===== src/rtl/pixel_pkg.sv =====
// Shared types and constants for the pixel frame sequencer and its pixel RAM.
package pixel_pkg;

    localparam int COLOR_W = 24;

    typedef enum logic [2:0] {
        ST_IDLE    = 3'd0,
        ST_LOAD    = 3'd1,
        ST_PRESENT = 3'd2,
        ST_RSTCMD  = 3'd3,
        ST_FINISH  = 3'd4
    } state_t;

    localparam logic CMD_COLOR = 1'b0;
    localparam logic CMD_RESET = 1'b1;

    // States in which a command is offered to pixel_driver
    function automatic logic is_cmd_state(input state_t s);
        return (s == ST_PRESENT) || (s == ST_RSTCMD);
    endfunction

endpackage


===== src/rtl/pixel_ram.sv =====
// Simple dual-port colour RAM: one write port, one registered read port.
// A read that collides with a write to the same address returns the old word.
module pixel_ram
    import pixel_pkg::*;
#(
    parameter int ADDR_BITS = 6
) (
    input  logic                 clk,
    input  logic                 wr_en,
    input  logic [ADDR_BITS-1:0] wr_addr,
    input  logic [COLOR_W-1:0]   wr_data,
    input  logic                 rd_en,
    input  logic [ADDR_BITS-1:0] rd_addr,
    output logic [COLOR_W-1:0]   rd_data
);

    logic [COLOR_W-1:0] mem_r [2**ADDR_BITS];

    // Write port
    always_ff @(posedge clk) begin
        if (wr_en) begin
            mem_r[wr_addr] <= wr_data;
        end
    end

    // Registered read port; holds its word until the next enabled read
    always_ff @(posedge clk) begin
        if (rd_en) begin
            rd_data <= mem_r[rd_addr];
        end
    end

endmodule


===== src/rtl/pixel_frame_sequencer.sv =====
// Streams one frame of colours from the local pixel RAM to pixel_driver,
// adding a single reset-latch command before or after the colours.
module pixel_frame_sequencer
    import pixel_pkg::*;
#(
    parameter int NUM_PIXELS  = 64,
    parameter int ADDR_BITS   = 6,
    parameter int RESET_FIRST = 0
) (
    input  logic                 clk,
    input  logic                 reset,
    input  logic                 wr_en,
    input  logic [ADDR_BITS-1:0] wr_addr,
    input  logic [COLOR_W-1:0]   wr_color,
    input  logic                 start,
    output logic                 busy,
    output logic                 done,
    output logic [COLOR_W-1:0]   pix_color,
    output logic                 pix_reset,
    output logic                 pix_valid,
    input  logic                 pix_ready
);

    localparam logic [ADDR_BITS-1:0] LAST_IDX = ADDR_BITS'(NUM_PIXELS - 1);
    localparam logic [ADDR_BITS-1:0] ONE_IDX  = ADDR_BITS'(1);
    localparam logic [ADDR_BITS-1:0] ZERO_IDX = ADDR_BITS'(0);
    localparam logic                 RF       = (RESET_FIRST != 0);

    state_t               state_r, state_s;
    logic [ADDR_BITS-1:0] index_r, index_s;
    logic                 rd_en_s, xfer_s, valid_s;
    logic                 valid_r, rst_cmd_r, busy_r, done_r;
    logic [COLOR_W-1:0]   rd_data_s;

    pixel_ram #(.ADDR_BITS(ADDR_BITS)) u_ram (
        .clk     (clk),
        .wr_en   (wr_en),
        .wr_addr (wr_addr),
        .wr_data (wr_color),
        .rd_en   (rd_en_s),
        .rd_addr (index_r),
        .rd_data (rd_data_s)
    );

    assign xfer_s = valid_r && pix_ready;

    // Next-state, index and RAM read control
    always_comb begin
        state_s = state_r;
        index_s = index_r;
        rd_en_s = 1'b0;
        case (state_r)
            ST_IDLE: begin
                if (start) begin
                    index_s = ZERO_IDX;
                    state_s = RF ? ST_RSTCMD : ST_LOAD;
                end else begin
                    state_s = ST_IDLE;
                end
            end
            ST_LOAD: begin
                rd_en_s = 1'b1;
                state_s = ST_PRESENT;
            end
            ST_PRESENT: begin
                if (xfer_s) begin
                    if (index_r == LAST_IDX) begin
                        state_s = RF ? ST_FINISH : ST_RSTCMD;
                    end else begin
                        index_s = index_r + ONE_IDX;
                        state_s = ST_LOAD;
                    end
                end else begin
                    state_s = ST_PRESENT;
                end
            end
            ST_RSTCMD: begin
                if (xfer_s) begin
                    if (RF) begin
                        index_s = ZERO_IDX;
                        state_s = ST_LOAD;
                    end else begin
                        state_s = ST_FINISH;
                    end
                end else begin
                    state_s = ST_RSTCMD;
                end
            end
            ST_FINISH: state_s = ST_IDLE;
            default:   state_s = ST_IDLE;
        endcase
        // valid always drops for one cycle after a transfer, even when the
        // reset command directly follows the last colour
        valid_s = is_cmd_state(state_s) && !xfer_s;
    end

    // State and registered command/status outputs
    always_ff @(posedge clk) begin
        if (reset) begin
            state_r   <= ST_IDLE;
            index_r   <= ZERO_IDX;
            valid_r   <= 1'b0;
            rst_cmd_r <= CMD_COLOR;
            busy_r    <= 1'b0;
            done_r    <= 1'b0;
        end else begin
            state_r   <= state_s;
            index_r   <= index_s;
            valid_r   <= valid_s;
            rst_cmd_r <= (state_s == ST_RSTCMD) ? CMD_RESET : CMD_COLOR;
            busy_r    <= (state_s == ST_LOAD) || (state_s == ST_PRESENT) ||
                         (state_s == ST_RSTCMD);
            done_r    <= (state_s == ST_FINISH);
        end
    end

    assign busy      = busy_r;
    assign done      = done_r;
    assign pix_valid = valid_r;
    assign pix_reset = rst_cmd_r;
    // RAM output is held between reads, so it is stable for the whole PRESENT
    assign pix_color = (valid_r && !rst_cmd_r) ? rd_data_s : {COLOR_W{1'b0}};

endmodule

===== config.mk =====
export PLATFORM = sky130hd
export DESIGN_NAME = pixel_frame_sequencer
export DESIGN_NICKNAME = d
export VERILOG_FILES = /design/src/rtl/pixel_pkg.sv /design/src/rtl/pixel_ram.sv /design/src/rtl/pixel_frame_sequencer.sv
export SDC_FILE = /design/constraint.sdc
export NUM_CORES = 1
export LEC_CHECK = 0
export CAP_MARGIN = 20
export CORE_MARGIN = 3
export CORE_UTILIZATION = 56
export CTS_BUF_LIST = sky130_fd_sc_hd__clkbuf_4
export DETAILED_ROUTE_END_ITERATION = 8
export PLACE_DENSITY = 0.74
export SLEW_MARGIN = 15
export SYNTH_ARGS = -nofsm -noshare
export SYNTH_HDL_FRONTEND = slang
export SYNTH_SLANG_ARGS = --single-unit

===== constraint.sdc =====
create_clock -name clk -period 3.8 [get_ports clk]
set_clock_uncertainty 0.05 [all_clocks]
set_input_delay 0.76 -clock clk [delete_from_list [all_inputs] [get_ports clk]]
set_output_delay 0.76 -clock clk [all_outputs]
set_load 0.05 [all_outputs]

; After elaboration in Yosys (flattened, before gate mapping)
; Memory sizes are Yosys's and may differ from the RTL's. A register that Yosys moved wholly into a read port is not among the register bits.
; Cells that the tools add are included.
; Widths: inputs -> output; s select.
[word_totals]
regBits = 13
mem_bits_rw = 1536
n_memories = 1
[op_classes]
addsub = 1
eq_ne = 11
mux = 14
reduce_logical = 11
[mem_list]
columns = name, depth, word_bits, rd, rd_clocked_by_memory_dff, wr, line_no
row1 = u_ram.mem_r, 64, 24, 1, 1, 1, pixel_ram.sv:17  ; logic [COLOR_W-1:0] mem_r [2**ADDR_BITS];
[op_table]
columns = cell, n
row1 = $mux 24, 1
row2 = $mux 6, 3
row3 = $eq 3x2->1 const B, 4
row4 = $pmux 3 s4, 1
row5 = $pmux 6 s2, 1
row6 = $add 6x1->6 const B, 1
row7 = $eq 3x1->1 const B, 2
row8 = $eq 6x6->1 const B, 1
row9 = $mux 3, 2
row10 = $ne 2x2->1 const B, 3
row11 = $mux 1, 5
row12 = $reduce_and 4->1, 1
row13 = $eq 3x3->1 const B, 1
row14 = $logic_and 1x1->1, 3
row15 = $logic_not 3->1, 1
row16 = $logic_or 1x1->1, 3
row17 = $logic_not 1->1, 2
row18 = $mux 2, 1
row19 = $reduce_bool 2->1, 1

; Depth between registers and ports, before layout
[logic_depth]
word_depth = 7
mapped_depth = 10
depth_no_buf = 6

; By module
; A second synthesis with hierarchy kept.
[unflattened]
hier_cells = 2703
hier_area_um2 = 60337.9
[by_module_without_submodules]
columns = module, instances, cells_per_inst, area_per_inst_um2, seq_area_each_um2
row1 = pixel_ram, 1, 2610, 59535.8, 46844.9
row2 = pixel_frame_sequencer, 1, 93, 802.0, 260.2

; Worst setup path before layout
; No wires, ideal clock.
[synth_path]
kind = input to register
start = input port wr_addr[5]
end = memory u_ram.mem_r[48][0], enable pin
setup_time_ns = 0.435
t_arrival_ns = 3.109
required_time_ns = 3.315
slack_ns = 0.205
stages = 4
n_path_buf = 1
cell_sequence = clkbuf_1 nand3_1 or3_1 nor3_1
[synth_lines]
columns = element, line_no
row1 = "start, declared", pixel_frame_sequencer.sv:13  ; input logic [ADDR_BITS-1:0] wr_addr,
row2 = "end, declared", pixel_ram.sv:17
; Straight into the memory's write port.

; Worst setup path in the final report
[layout_path]
start = register valid_r (netlist: pix_valid)
end = output port pix_color[4]
[layout_via]
elab_chain_cells = 2
[layout_rtl]
columns = element, line_no
row1 = "start, declared", pixel_frame_sequencer.sv:32  ; logic valid_r, rst_cmd_r, busy_r, done_r;
row2 = "start signal, assigned", pixel_frame_sequencer.sv:109  ; valid_r <= valid_s;
row3 = $logic_and 1x1->1, pixel_frame_sequencer.sv:122  ; assign pix_color = (valid_r && !rst_cmd_r) ? rd_data_s : {COLOR_W{1'b0}};
row4 = $mux 24, pixel_frame_sequencer.sv:122
row5 = "end, declared", pixel_frame_sequencer.sv:18  ; output logic [COLOR_W-1:0] pix_color,
; Every way passes these cells.

==> flow_summary.toml <==
[drt]
drt-total-wl_um = 145000
met2_length_um = 66300
ant_nets = 0
vias = 31398
wl_per_cell_um = 29.6
top_layer = "met5"
drt_pass1_iterations = 5
wl_met1_um = 56600
drc = 0
vias_per_cell = 6.40
drt_iter0_drc = 4358
wl_met3_um = 18400

[grt]
grt_max_degree = 75
grt_pass1_wl_um = 212000
grt_pass1_vias = 31401
grt-ovfl-total = 0
grtUsageTotal = 0.263
antenna_found_initial = 10

[timing]
hold_ws_ns = 0.109
post-route-period-util = 0.956
hold_viol_final = 0
finalCriticalPeriod_ns = 3.63
clock.fmax_mhz = 275
tns_ns = 0
rsz0062_at_grt = "no"
tightestPinTransition_ns = 1.11
slew_viol_final = 0
slew_headroom = 0.261
setup_violations = 0

[place]
port_buffers = 62
gp_congestion = 0.860
dp_hpwl_um = 87200

[logic_synthesis]
ys_types = 41
synth_area_um2 = 60300
synth_area_leaders = "edfxtp_1 (78%), mux4_2 (12%), mux2i_1 (2.9%)"
async_flop_share = 0
synth_ff_type = "edfxtp_1"
syn_area_per_cell_um2 = 21.9
syn_nets = 2786
ys_seq_elements = 1573
synth_seq_area_share = 0.781
ys_warn_count = 0
synth_cells = 2750
synth_top_cell_area_share = 0.777
synth_edf_count = 1560
yosysTopAreaCell = "edfxtp_1"

[critical_path]
cpLargestDelayFamily = "buffers and inverters"
worstSetupStartpointType = "flip-flop"
critPathKind = "reg2out"
r2r_slack_ns = 0.27
cpPeakStageDelay_ns = 0.42
cp_num_buf_inv = 2
reg2reg_to = "u_ram.rd_data[1]"
crit_required_ns = 2.99
crit_fanout = 24
r2r_start = "index_r[1]"
cpMaxStageDelayCell = "clkdlybuf4s15_2"
endpoint_kind = "output port"
path_cells = "nor2b_2, buf_4, and2_1, clkdlybuf4s15_2"
r2r_cells = 7
cp.arrival_ns = 2.82

[die]
core_um2 = 106000
ios = 63
row_count = 119
die_h_um = 334
die_width_um = 334
dieArea_um2 = 112000
start_util = 0.569

[layout]
mostFrequentLayoutCells = "edfxtp_1 (1,560), clkbuf_4 (572), mux4_2 (321)"
layout-drive-gt1-share = 0.344
nets = 3270
n_fill_cell = 6848
areaGrowthSynthToFinish_pct = 13.4
final_common_cell = "edfxtp_1"

[cts]
numCtsBuffers = 389
clk_latency_ns = 1.22
clk_path_buf_depth = 4
cts-root-buf = "clkbuf_4"
path_clk_slew_ns = 0.07
clock_sinks = 1573
htree_levels = 5
cts_tree = "done"

[run]
max_cap_violations = 0

[worst_hold_path]
min-delay-start = "wr_color[18]"
min_to = "u_ram.mem_r[30][18]"
hold_class = "in2reg"
hold_depth = 1

[run_status]
status = "finished, final reports clean"

[power_and_ir_drop]
peakVddDrop_uv = 263
p_leak_nw = 21.3
power_density_nw_per_um2 = 506
## how the worst max path moves through the flow
stage,from,slack (ns),cells past startpoint,to
3_3_place_gp,index_r[1],0.28,6,u_ram.rd_data[0]
5_1_grt,pix_valid,0.000003,4,pix_color[14]
2_1_floorplan,wr_addr[5],0.21,4,u_ram.mem_r[48][0]
3_5_place_dp,index_r[1],0.27,7,u_ram.rd_data[1]
4_1_cts,pix_valid,0.04,4,pix_color[14]
6_report,pix_valid,0.17,4,pix_color[4]
## repair_timing
| item | CTS | global route |
|---|---|---|
| resized for setup | 46 | 7 |
| setup buffers | 0 | 0 |
| endpoints found under the setup margin | 24 | 4 |
| hold endpoints to repair | 210 | 13 |
| hold buffers | 14 | 1 |
## flip-flops by register name, summed over array words and instances, names as in the netlist
register       flops
pix_reset          1
done               1
index_r            6
u_ram.mem_r     1536
u_ram.rd_data     24
pix_valid          1
state_r            3
busy               1
## metal layers
metal | vias up | global-route usage
met3 | 230 | 0.0755
met2 | 2142 | 0.380
li1 | 12852 | -
met4 | 8 | 0.0840
met5 | - | 0
met1 | 16166 | 0.394
## cell type report
class	count	area (um^2)	area share
clock buffers	572	4290	0.0628
well taps	1391	1740	0.0255
multi-input cells	1016	12400	0.181
repair buffers	252	2350	0.0344
diodes	10	25.0	0.000366
clock inverters	91	433	0.00633
flip-flops and latches	1573	47100	0.689
inverters	2	7.51	0.000110
## cell usage after synthesis (4+ instances only)
library cell  count
xor2_1            4
nor3_1           13
a211oi_1         52
dfxtp_1          13
a21oi_1          31
nor2b_1          32
a22o_1           24
o21ai_1          30
buf_12            5
or3_1            11
buf_6            20
mux4_2          321
a22oi_1          24
clkbuf_1         57
buf_1             7
edfxtp_1       1560
a211o_1          16
and2_1           28
buf_4            20
o221ai_1         24
nand2_1          13
a221oi_1         15
o22ai_1          72
mux2i_1         175
nor2_1           95
nand3b_1          4
nand2b_1          7
nand4_1           5
nand3_1           8
buf_2            50
## where the power goes
part           total [mW]  internal (mW)  leakage [nW]  switching, mW
clock network        13.3           6.99          2.83           6.33
logic                1.96          0.741          4.36           1.22
registers            19.3           19.2          14.2         0.0893
## cells by family after synthesis
logic type / count (synthesis) / synth area share
AO/OA/AOI/OAI: 292 / 0.0340
XOR/XNOR: 5 / 0.000726
adder cells (fa/ha/maj): 1 / 0.000208
buffers and inverters: 161 / 0.0161
flip-flops: 1573 / 0.781
multiplexers: 496 / 0.149
AND/OR/NAND/NOR: 222 / 0.0185
## per-stage QoR
step	instance area, um^2	instances	power (mW)	setup slack, ns	util
after floorplan	60300	2750	20.7	0.205	-
after global placement	63400	4217	21.6	0.275	0.598
after detailed placement	63400	4217	21.6	0.269	0.598
after CTS	68300	4894	34.9	0.0434	0.644
after global routing	68300	4902	35.9	0.00000289	0.645
final	68300	4907	34.6	0.169	0.645
(Power assumes the default switching activity.)
